--- config.mk ---
export PLATFORM = sky130hd
export DESIGN_NAME = spi_access_arbiter
export DESIGN_NICKNAME = d
export VERILOG_FILES = /design/src/rtl/spi_access_arbiter.sv
export SDC_FILE = /design/constraint.sdc
export NUM_CORES = 1
export LEC_CHECK = 0
export CORE_UTILIZATION = 30
export DETAILED_ROUTE_END_ITERATION = 12
export PLACE_DENSITY = 0.56
export SLEW_MARGIN = 20
export SYNTH_ARGS = -nofsm -noshare
export SYNTH_HDL_FRONTEND = slang
export SYNTH_SLANG_ARGS = --single-unit
--- constraint.sdc ---
create_clock -name clk -period 6 [get_ports clk]
set_input_delay 0.6 -clock clk [delete_from_list [all_inputs] [get_ports clk]]
set_output_delay 0.6 -clock clk [all_outputs]
set_load 0.005 [all_outputs]
--- src/rtl/spi_access_arbiter.sv ---
// Two-port arbiter in front of a single AFE SPI read/write engine. Port 0 (streaming)
// has fixed priority, port 1 (host/config) is protected by a starvation counter.
module spi_access_arbiter #(
    parameter int ADDR_W      = 8,
    parameter int DATA_W      = 24,
    parameter int TIMEOUT_CYC = 4096,
    parameter int STARVE_MAX  = 8
) (
    input  logic              clk,
    input  logic              reset,

    input  logic              req0,
    input  logic              rw0,
    input  logic [ADDR_W-1:0] addr0,
    input  logic [DATA_W-1:0] wdata0,
    output logic              gnt0,
    output logic              done0,
    output logic              err0,
    output logic [DATA_W-1:0] rdata0,

    input  logic              req1,
    input  logic              rw1,
    input  logic [ADDR_W-1:0] addr1,
    input  logic [DATA_W-1:0] wdata1,
    output logic              gnt1,
    output logic              done1,
    output logic              err1,
    output logic [DATA_W-1:0] rdata1,

    output logic [ADDR_W-1:0] spi_addr_r,
    output logic              spi_rd_begin,
    output logic [ADDR_W-1:0] spi_addr_w,
    output logic [DATA_W-1:0] spi_wdata,
    output logic              spi_wr_begin,
    input  logic              spi_done,
    input  logic [DATA_W-1:0] spi_rdata,

    output logic              busy,
    output logic              timeout_err,
    input  logic              err_clr,
    output logic [1:0]        state_dbg
);

    // Requester handshake: raise req with rw/addr/wdata stable and hold it until done.
    // req is only sampled in IDLE; dropping it later does not cancel the transaction.
    // done is a single-cycle pulse and err/rdata are valid in that same cycle.

    localparam int WD_W = $clog2(TIMEOUT_CYC);
    localparam int SC_W = $clog2(STARVE_MAX + 1);
    localparam logic [WD_W-1:0] WD_LAST = WD_W'(TIMEOUT_CYC - 1);
    localparam logic [SC_W-1:0] SC_MAX  = SC_W'(STARVE_MAX);

    typedef enum logic [1:0] {
        IDLE  = 2'd0,
        ISSUE = 2'd1,
        WAIT  = 2'd2,
        DONE  = 2'd3
    } state_t;

    state_t            state_q, state_d;
    logic              owner_q, owner_d;
    logic              rw_q, rw_d;
    logic [ADDR_W-1:0] addr_q, addr_d;
    logic [DATA_W-1:0] wdata_q, wdata_d;
    logic [WD_W-1:0]   wd_q, wd_d;
    logic [SC_W-1:0]   starve_q, starve_d;
    logic              gnt0_q, gnt0_d;
    logic              gnt1_q, gnt1_d;
    logic              busy_q, busy_d;
    logic              rd_begin_q, rd_begin_d;
    logic              wr_begin_q, wr_begin_d;
    logic              done0_q, done0_d;
    logic              done1_q, done1_d;
    logic              err0_q, err0_d;
    logic              err1_q, err1_d;
    logic [DATA_W-1:0] rdata0_q, rdata0_d;
    logic [DATA_W-1:0] rdata1_q, rdata1_d;
    logic              timeout_err_q, timeout_err_d;

    logic              pick1;
    logic              finish;
    logic              timed_out;
    logic [DATA_W-1:0] rsp;

    always_comb begin
        state_d       = state_q;
        owner_d       = owner_q;
        rw_d          = rw_q;
        addr_d        = addr_q;
        wdata_d       = wdata_q;
        wd_d          = wd_q;
        starve_d      = req1 ? starve_q : '0;
        gnt0_d        = gnt0_q;
        gnt1_d        = gnt1_q;
        busy_d        = busy_q;
        rd_begin_d    = 1'b0;
        wr_begin_d    = 1'b0;
        done0_d       = 1'b0;
        done1_d       = 1'b0;
        err0_d        = 1'b0;
        err1_d        = 1'b0;
        rdata0_d      = rdata0_q;
        rdata1_d      = rdata1_q;
        // A timeout set in the same cycle as err_clr overrides the clear below.
        timeout_err_d = timeout_err_q & ~err_clr;
        pick1         = req1 & (~req0 | (starve_q == SC_MAX));
        finish        = 1'b0;
        timed_out     = 1'b0;
        rsp           = '0;

        case (state_q)
            IDLE: begin
                if (req0 || req1) begin
                    owner_d    = pick1;
                    rw_d       = pick1 ? rw1 : rw0;
                    addr_d     = pick1 ? addr1 : addr0;
                    wdata_d    = pick1 ? wdata1 : wdata0;
                    rd_begin_d = pick1 ? ~rw1 : ~rw0;
                    wr_begin_d = pick1 ? rw1 : rw0;
                    gnt0_d     = ~pick1;
                    gnt1_d     = pick1;
                    busy_d     = 1'b1;
                    state_d    = ISSUE;
                    if (pick1) begin
                        starve_d = '0;
                    end else if (req1) begin
                        starve_d = starve_q + SC_W'(1);
                    end
                end
            end
            ISSUE: begin
                wd_d    = '0;
                state_d = WAIT;
            end
            WAIT: begin
                // spi_done on the final watchdog cycle still counts as success.
                if (spi_done) begin
                    finish = 1'b1;
                    rsp    = rw_q ? '0 : spi_rdata;
                end else if (wd_q == WD_LAST) begin
                    finish    = 1'b1;
                    timed_out = 1'b1;
                end else begin
                    wd_d = wd_q + WD_W'(1);
                end
                if (finish) begin
                    state_d = DONE;
                    done0_d = ~owner_q;
                    done1_d = owner_q;
                    err0_d  = ~owner_q & timed_out;
                    err1_d  = owner_q & timed_out;
                    if (owner_q) begin
                        rdata1_d = rsp;
                    end else begin
                        rdata0_d = rsp;
                    end
                    if (timed_out) begin
                        timeout_err_d = 1'b1;
                    end
                end
            end
            DONE: begin
                gnt0_d  = 1'b0;
                gnt1_d  = 1'b0;
                busy_d  = 1'b0;
                state_d = IDLE;
            end
            default: begin
                state_d = IDLE;
            end
        endcase
    end

    always_ff @(posedge clk or posedge reset) begin
        if (reset) begin
            state_q       <= IDLE;
            owner_q       <= 1'b0;
            rw_q          <= 1'b0;
            addr_q        <= '0;
            wdata_q       <= '0;
            wd_q          <= '0;
            starve_q      <= '0;
            gnt0_q        <= 1'b0;
            gnt1_q        <= 1'b0;
            busy_q        <= 1'b0;
            rd_begin_q    <= 1'b0;
            wr_begin_q    <= 1'b0;
            done0_q       <= 1'b0;
            done1_q       <= 1'b0;
            err0_q        <= 1'b0;
            err1_q        <= 1'b0;
            rdata0_q      <= '0;
            rdata1_q      <= '0;
            timeout_err_q <= 1'b0;
        end else begin
            state_q       <= state_d;
            owner_q       <= owner_d;
            rw_q          <= rw_d;
            addr_q        <= addr_d;
            wdata_q       <= wdata_d;
            wd_q          <= wd_d;
            starve_q      <= starve_d;
            gnt0_q        <= gnt0_d;
            gnt1_q        <= gnt1_d;
            busy_q        <= busy_d;
            rd_begin_q    <= rd_begin_d;
            wr_begin_q    <= wr_begin_d;
            done0_q       <= done0_d;
            done1_q       <= done1_d;
            err0_q        <= err0_d;
            err1_q        <= err1_d;
            rdata0_q      <= rdata0_d;
            rdata1_q      <= rdata1_d;
            timeout_err_q <= timeout_err_d;
        end
    end

    assign gnt0         = gnt0_q;
    assign gnt1         = gnt1_q;
    assign done0        = done0_q;
    assign done1        = done1_q;
    assign err0         = err0_q;
    assign err1         = err1_q;
    assign rdata0       = rdata0_q;
    assign rdata1       = rdata1_q;
    assign spi_addr_r   = addr_q;
    assign spi_addr_w   = addr_q;
    assign spi_wdata    = wdata_q;
    assign spi_rd_begin = rd_begin_q;
    assign spi_wr_begin = wr_begin_q;
    assign busy         = busy_q;
    assign timeout_err  = timeout_err_q;
    assign state_dbg    = state_q;

endmodule

# Word level (Yosys, flattened, before mapping)
# Index checks and enable logic that the tools add are counted.
[totals] ff_bits=110 out_inout_bits=100 word_cells=94
[op_classes] addsub=2 eq_ne=9 muxes=43 n_bitwise=11 reduce_logical=10
[op_table] operator="24-bit two-way mux" n=3
[op_table] operator="1-bit two-way mux" n=25
[op_table] operator="12-bit two-way mux" n=2
[op_table] operator="12-bit one-hot mux with 2 select lines" n=1
[op_table] operator="4-bit two-way mux" n=5
[op_table] operator="12-bit by 1-bit adder with 12-bit output (second input constant)" n=1
[op_table] operator="12-bit == test (second input constant)" n=1
[op_table] operator="3-bit AND reduction" n=3
[op_table] operator="8-bit two-way mux" n=1
[op_table] operator="2-bit inequality test (second input constant)" n=4
[op_table] operator="2-bit one-hot mux with 4 select lines" n=1
[op_table] operator="1-bit NOT" n=6
[op_table] operator="1-bit one-hot mux with 2 select lines" n=3
[op_table] operator="2-bit AND reduction" n=3
[op_table] operator="4-bit by 1-bit adder with 4-bit output (second input constant)" n=1
[op_table] operator="1-bit bitwise AND" n=4
[op_table] operator="2-bit == test (second input constant)" n=2
[op_table] operator="4-bit == test (second input constant)" n=1
[op_table] operator="2-bit two-way mux" n=2
[op_table] operator="2-bit nonzero test" n=2
[op_table] operator="2-bit by 1-bit == test with 1-bit output (second input constant)" n=1
[op_table] operator="2-bit logical NOT" n=1
[op_table] operator="1-bit logical OR" n=1
[op_table] operator="1-bit OR" n=1

# Depth between registers and ports, before layout
# Gate-level depths: netlist of the first run.
[depth] word_depth=7 mapped_depth=9

# Least setup slack after synthesis of the first run
# OpenSTA, ideal clock, no wires.
[synth_path] kind="flip-flop to flip-flop" startpoint="register state_q[0] (netlist: state_dbg[0])" endpoint="register rdata1_q[0] (netlist: rdata1[0])" setup_time_ns=0.066 arrival_time_ns=1.699 required_ns=5.934 slack_ns=4.235 path_stages_with_launch=10 cell_sequence="dfrtp_1 inv_1 ha_1 buf_4 nand2_1 nor2_1 and2_1 clkbuf_1 clkbuf_1 a22o_1"
[synth_between] elab_chain_len=2
[synth_lines] element="start, declared" line="60" text="state_t state_q, state_d;"
[synth_lines] element="start signal, assigned" line="196" text="state_q <= state_d;"
[synth_lines] element="2-bit == test" line="111" text="case (state_q)"
[synth_lines] element="3-bit AND reduction (no line)"
[synth_lines] element="end signal, assigned" line="213" text="rdata1_q <= rdata1_d;"
[synth_lines] element="end, declared" line="77" text="logic [DATA_W-1:0] rdata1_q, rdata1_d;"
# No other way between the ends.
# A chain may end at the register's enable or synchronous reset.

# Worst setup path in the final report of the first run
[layout_path] startpoint="input spi_done" endpoint="register rdata1_q[18] (netlist: rdata1[18])"
[layout_between] elab_chain_len=3 word_cells_on_any_way=4
[layout_lines] element="start, declared" line="35" text="input logic spi_done,"
[layout_lines] element="1-bit two-way mux" line="137" text="if (spi_done) begin"
[layout_lines] element="1-bit two-way mux" line="111"
[layout_lines] element="3-bit AND reduction (no line)"
# Parallel ways exist; a longest one is shown, timed or not. The select of a mux whose other input is x is not followed.

==> flow_summary.toml, run 1 <==
[outcome]
status = "finished clean"

[cells_and_area]
synthToLayoutAreaGrowth_pct = 49.5
fin_area_um2 = 7200
final_layout_size_suffix_gt1_share_pct = 5.43
finish.cell_count_without_fillers = 800
n_antenna_cell = 0
filler_cell_count = 1428
nNetsFinal = 687

[cts]
path_clk_slew_ns = 0.08
clockBufferDepth = 2
deepest_level_of_the_cts_h_tree = 3
numCtsBuffers = 9
cts_root_buffer = "sky130_fd_sc_hd__clkbuf_16"
clock_latency_of_the_later_clocked_register_in_the_worst_skew_pair_ns = 0.36
cts.repair.resized = 0
post_cts_buffers = 0
clkSinkCount = 110
cts_tree = "done"
ctsHoldBuffers = 0

[sta]
timing.final.max_slew_violations = 0
setup-violations-final = 0
slew_headroom_pct = 37.8
finalHoldViolCount = 0
finalWorstPathRequiredPeriod_ns = 2.48
grt_setup_unrepaired = "no"
min_period_over_period_pct = 41.4
timing.setup.tns_ns = 0
clock_skew_ns = 0.0157
worst-slew-pin-transition_ns = 0.933
fmax_mhz = 403

[setup_path]
path_class = "in2reg"
required_time_of_the_worst_setup_path_ns = 6.30
crit-reg2reg-launch = "state_dbg[0]$_DFFE_PP0P_"
timing.critical_path.fanout_max = 23
cp_top_family = "simple AND/OR/NAND/NOR gates"
critical_path.reg2reg.endpoint = "rdata1[18]$_DFFE_PP0P_"
worst-endpoint-arrival_ns = 2.78
setup.worst_path.end_class = "flop"
longest_individual_stage_delay_on_the_worst_path_ns = 0.81
worstPathCellList = "clkdlybuf4s50_1 > nand2_1 > nor2_1 > and2_1 > a22o_1"
rrSetupSlack_ns = 3.63
reg2regPathDepth = 6
critPathBufInv = 1
setup.worst_path.start_class = "input pin"
crit_path_top_delay_cell = "sky130_fd_sc_hd__clkdlybuf4s50_1"

[place]
place_congestion = 0.786
placed_area_um2 = 6860
placement.io_buffers = 195
place_hpwl_mm = 9.00
numPlacedInstances = 783

[floorplanning]
core_area_um2 = 15400
initial_utilization_pct = 31.2
dieWidth_um = 129
dieArea_um2 = 16600
die-height_um = 129
number_of_rows_in_the_core_area = 45
floorplan.io_pins = 196

[routing]
num_vias = 3823
avgViaCountPerCell = 4.78
postRouteWirelength_mm = 12.6
dr.pass1.iters = 4
drc = 0
drtIter0Drc = 206
avgRoutedWirePerCell_um = 15.8
final_antenna_net_count = 0

[logic_synthesis]
yosys.area.top_type_share_pct = 57.2
syn-num-nets = 511
synth.area.mux_share_pct = 7.12
postSynthAreaPerCell_um2 = 11.8
synth.ff_latch_count = 110
postSynth.asyncResetShare_pct = 100
share_of_the_synthesized_area_in_compound_gates_ao_oa_aoi_oai_pct = 19.5
simple_gate_share_of_the_synthesized_area_pct = 8.81
synth-adder-area-share_pct = 1.82
synth_area_leader_cell = "sky130_fd_sc_hd__dfrtp_1"
post-synth-top-count-cell = "sky130_fd_sc_hd__dfrtp_1"
mappedNetlistArea_um2 = 4810
yosys_warnings = 0
synthTopCellsByArea = "sky130_fd_sc_hd__dfrtp_1, sky130_fd_sc_hd__a22o_1, sky130_fd_sc_hd__mux2i_1"
synth-main-ff-cell = "sky130_fd_sc_hd__dfrtp_1"
synth_xor_xnor_area_share_pct = 0
synth_top_family_by_area = "compound AO/OA/AOI/OAI gates"
yosysSeqAreaShare_pct = 57.2
synthDistinctLibCells = 46
synth-edff-count = 0
synthCells = 408
post_synth_most_frequent_cells = "sky130_fd_sc_hd__dfrtp_1, sky130_fd_sc_hd__a22o_1, sky130_fd_sc_hd__nand2_1, sky130_fd_sc_hd__mux2i_1, sky130_fd_sc_hd__o21ai_0"

[power]
vdd_ir_drop_max_mv = 0.274
cellLeakagePower_uw = 0.00316
power_density_nw_per_um2 = 433

[global_routing]
grt_util_all_layers_pct = 15.6
antenna_violations_before_repair = 0
met2_routing_resource_usage_after_global_routing_pct = 24.5
grt_start_max_net_pins = 61
first_pass_grt_wire_length_mm = 19.9
met1_capacity_usage_during_global_routing_pct = 20.5
global_route.usage.met3_pct = 3.91
globalRoute.busiestLayer = "met2"
globalRouteOverflowTotal = 0
number_of_global_route_vias_before_repair = 3769

[min_path]
hold_path.class = "reg2reg"
worstHoldStart = "spi_wdata[4]$_DFFE_PP0P_"
holdPathStages = 2
hold_path_end = "spi_wdata[4]$_DFFE_PP0P_"

[run]
max-cap-violations = 0
-- layout make-up --
class / instances / area, um^2 / share of cell area [%]
Sequential cell: 110 / 2750 / 38.2
Inverter: 13 / 51.3 / 0.713
Clock buffer: 9 / 225 / 3.13
Clock inverter: 7 / 83.8 / 1.16
Tap cell: 211 / 264 / 3.67
Timing Repair Buffer: 199 / 2000 / 27.8
Multi-Input combinational cell: 251 / 1820 / 25.3
-- tightest hold or removal path: cells and delay by family (launching register included) --
kind	cells	cell delay (ns)
and+or+nand+nor	1	0.04
AOI/OAI and AO/OA	1	0.06
DFF	1	0.35
-- report_power, final --
part	internal [uW]	switching, uW	total (uW)
logic	803	484	1290
registers	1030	199	1230
clock network	299	305	604
-- flip-flops by register name (all words and copies together) (netlist names) --
signal	flops
rdata1	24
spi_wr_begin	1
wd_q	12
err1	1
busy	1
spi_wdata	24
starve_q	4
err0	1
done0	1
timeout_err	1
spi_rd_begin	1
rdata0	24
spi_addr_r	8
gnt1	1
done1	1
gnt0	1
state_dbg	2
owner_q	1
rw_q	1
-- per-stage QoR --
stage | hold WS, ns | utilization, % | worst slack (ns) | total power [uW]
after floorplan | 0.473 | - | 2.50 | 1790
after global placement | 0.464 | 44.5 | 3.14 | 2530
after detailed placement | 0.469 | 44.5 | 3.03 | 2550
after CTS | 0.488 | 46.5 | 3.41 | 3170
after global routing | 0.497 | 46.7 | 3.33 | 3340
final | 0.482 | 46.7 | 3.52 | 3120
-- kinds of logic after synthesis --
kind of cell             count (synthesis)
AO/OA/AOI/OAI                          120
flip-flops                             110
AND/OR/NAND/NOR                         90
buffers and inverters                   47
multiplexers                            34
adder cells (fa/ha/maj)                  7
-- cells in the final DEF (no fill, tap or decap), drive strengths merged, types with 2 or more instances in the layout --
| cell | netlist | routed |
|---|---|---|
| mux2 | 2 | 2 |
| o21a | 2 | 2 |
| o22ai | 2 | 2 |
| ha | 7 | 7 |
| a22o | 55 | 55 |
| buf | 25 | 4 |
| nor4 | 5 | 5 |
| a32o | 3 | 3 |
| and3 | 3 | 3 |
| nand4 | 4 | 4 |
| and2 | 6 | 6 |
| nor3 | 3 | 3 |
| nor2 | 12 | 12 |
| nand2 | 42 | 42 |
| a21o | 10 | 10 |
| o21ai | 29 | 29 |
| a21oi | 3 | 3 |
| nand3 | 9 | 9 |
| clkdlybuf4s50 | 0 | 195 |
| clkbuf | 9 | 9 |
| nand2b | 2 | 2 |
| clkinv | 1 | 5 |
| mux2i | 32 | 32 |
| o2bb2ai | 5 | 5 |
| dfrtp | 110 | 110 |
| inv | 12 | 15 |
| a21boi | 3 | 3 |
| and4 | 2 | 2 |
-- layer usage --
layer	wire length, um	vias to the layer above
met3	984	17
met1	5660	1813
met4	217	0
met5	0	-
li1	-	1831
met2	5750	162
-- how the worst max path moves through the flow --
| stage | from | to | slack (ns) | depth (start not counted) |
|---|---|---|---|---|
| global route | spi_done | rdata1[5]$_DFFE_PP0P_ | 3.33 | 5 |
| finish | spi_done | rdata1[18]$_DFFE_PP0P_ | 3.52 | 5 |
| global placement | req1 | spi_addr_r[7]$_DFFE_PP0P_ | 3.14 | 4 |
| CTS | req1 | spi_addr_r[6]$_DFFE_PP0P_ | 3.41 | 4 |
| floorplan | reset | busy$_DFFE_PP0P_ | 2.50 | 1 |
| detailed placement | req1 | spi_wdata[2]$_DFFE_PP0P_ | 3.03 | 4 |
Note: power is estimated with default switching activity, not from simulation.
==> run 2, diff against run 1 <==
Settings changed: PLACE_DENSITY 0.56 to 0.59.
Clock period 6 ns to 2 ns, I/O delays scaled along.
==> flow_summary.toml, run 2 (synthesis results as in run 1) <==
[outcome]
status = "finished clean"

[cells_and_area]
n_antenna_cell = 0
finish.cell_count_without_fillers = 818
total_area_of_multi_input_combinational_cells_um2 = 1820
nNetsFinal = 705
seq_area_um2 = 2750
layout.cells.most_common = "sky130_fd_sc_hd__clkdlybuf4s50_1"
final_cell_mix = "sky130_fd_sc_hd__clkdlybuf4s50_1, sky130_fd_sc_hd__dfrtp_1, sky130_fd_sc_hd__a22o_1, sky130_fd_sc_hd__nand2_1, sky130_fd_sc_hd__mux2i_1"
final_layout_size_suffix_gt1_share_pct = 8.40
filler_cell_count = 1418
synthToLayoutAreaGrowth_pct = 54.0
post-route-util_pct = 48.1

[cts]
clkSinkCount = 110
clock_latency_of_the_later_clocked_register_in_the_worst_skew_pair_ns = 0.35
cts_root_buffer = "sky130_fd_sc_hd__clkbuf_16"
clockBufferDepth = 2
numCtsBuffers = 9
deepest_level_of_the_cts_h_tree = 3
ctsHoldBuffers = 0
cts_tree = "done"
path_clk_slew_ns = 0.07

[global_routing]
met1_capacity_usage_during_global_routing_pct = 20.7
globalRoute.busiestLayer = "met2"
number_of_global_route_vias_before_repair = 3912
antenna_violations_before_repair = 0
global_route.usage.met3_pct = 3.78
grt_start_max_net_pins = 52
grt_util_all_layers_pct = 16.0
globalRouteOverflowTotal = 0
first_pass_grt_wire_length_mm = 20.6
met2_routing_resource_usage_after_global_routing_pct = 25.9

[power]
cellLeakagePower_uw = 0.00328
vdd_ir_drop_max_mv = 0.557
power_density_nw_per_um2 = 1300

[floorplanning]
floorplan.io_pins = 196
dieArea_um2 = 16600
number_of_rows_in_the_core_area = 45
dieWidth_um = 129
core_area_um2 = 15400
initial_utilization_pct = 31.2
die-height_um = 129

[sta]
final_critical_path_setup_slack_ns = 0.170
grt_setup_unrepaired = "no"
clock_skew_ns = 0.00747
timing.setup.tns_ns = 0
fmax_mhz = 546
finalHoldViolCount = 0
worst-slew-pin-transition_ns = 0.474
setup-violations-final = 0
finalWorstPathRequiredPeriod_ns = 1.83
min_period_over_period_pct = 91.5
timing.final.max_slew_violations = 0
slew_headroom_pct = 68.3

[routing]
drtIter0Drc = 130
num_vias = 3935
final_antenna_net_count = 0
postRouteWirelength_mm = 13.0
avgRoutedWirePerCell_um = 15.9
dr.pass1.iters = 4
avgViaCountPerCell = 4.81
drc = 0

[setup_path]
required_time_of_the_worst_setup_path_ns = 2.28
setup.worst_path.end_class = "flop"
path_class = "reg2reg"
setup.worst_path.start_class = "flop"
worst-endpoint-arrival_ns = 2.11
timing.critical_path.fanout_max = 6

[place]
pre_cts_ws_ns = 0.113
numPlacedInstances = 801
place_hpwl_mm = 9.19
placement.io_buffers = 195
place_congestion = 0.814

[min_path]
hold_path.class = "in2async"

[run]
max-cap-violations = 0
[run 2: changes by cell type in the layout (fill, tap and decap cells not counted), moves of 2 or more]
cell                         before  now
sky130_fd_sc_hd__clkinvlp_4       0    2
sky130_fd_sc_hd__clkinv_8         2    0
sky130_fd_sc_hd__buf_4            3   15
sky130_fd_sc_hd__clkinv_4         2    0
sky130_fd_sc_hd__buf_12           0    7
sky130_fd_sc_hd__clkbuf_8         0    3
[run 2: through the flow]
step	hold WS, ns	area, um^2	total power, uW
6_report	0.223	7410	9660
5_1_grt	0.248	7410	10300
4_1_cts	0.223	7400	9800
3_5_place_dp	0.471	7090	7840
3_3_place_gp	0.463	7090	7790
2_1_floorplan	0.296	4820	5380
[run 2: worst max-delay path, cell delays in order (launching register included)]
cell and delay, ns:
sky130_fd_sc_hd__dfrtp_1 0.40, sky130_fd_sc_hd__inv_1 0.10, sky130_fd_sc_hd__ha_1 0.17, sky130_fd_sc_hd__nand3b_1 0.18, sky130_fd_sc_hd__a21boi_4 0.27, sky130_fd_sc_hd__buf_4 0.22
sky130_fd_sc_hd__mux2i_2 0.26, sky130_fd_sc_hd__nor2b_1 0.16
[run 2: metal layers]
metal / share of wire [%] / vias to the layer above / routed length [um]
li1: - / 1863 / -
met1: 44 / 1903 / 5720
met2: 47 / 153 / 6120
met3: 6.9 / 16 / 895
met4: 1.8 / 0 / 233
met5: 0 / - / 0
[run 2: timing repair]
item | CTS | global route
endpoints found under the setup margin | 0 | 1
endpoints found under the hold margin | 0 | 0
setup buffers | 0 | 1
resized for setup | 0 | 1
[run 2: final cells by class]
| cell class | instances | area share, % |
|---|---|---|
| flip-flops and latches | 110 | 37.1 |
| repair buffers | 217 | 29.7 |
| multi-input cells | 251 | 24.6 |
| clock buffers | 12 | 3.59 |
| well taps | 211 | 3.56 |
| inverters | 13 | 0.709 |
| clock inverters | 4 | 0.692 |
[run 2: power by group]
part	switching, uW	leakage (uW)	internal [uW]
Clock	810	0.000155	1080
Sequential	550	0.00143	3090
Combinational	1560	0.00169	2570
[run 2: path summary, 6_finish.rpt]
path,from,to,slack (ns),depth (start not counted)
max,starve_q[0]$_DFF_PP0_,spi_rd_begin$_DFF_PP0_,0.17,7
min,reset,rdata1[9]$_DFFE_PP0P_,0.22,2
max reg2reg,starve_q[0]$_DFF_PP0_,spi_rd_begin$_DFF_PP0_,0.17,7
min reg2reg,spi_wdata[10]$_DFFE_PP0P_,spi_wdata[10]$_DFFE_PP0P_,0.48,2
max in group asynchronous,reset,err0$_DFF_PP0_,1.16,3
min in group clk,err_clr,timeout_err$_DFF_PP0_,0.43,2
==> run 3, diff against run 2 <==
Settings changed: GPL_ROUTABILITY_DRIVEN set to 0.
==> results of run 3 <==
Final layout, timing and power as in run 2 (identical DEF).
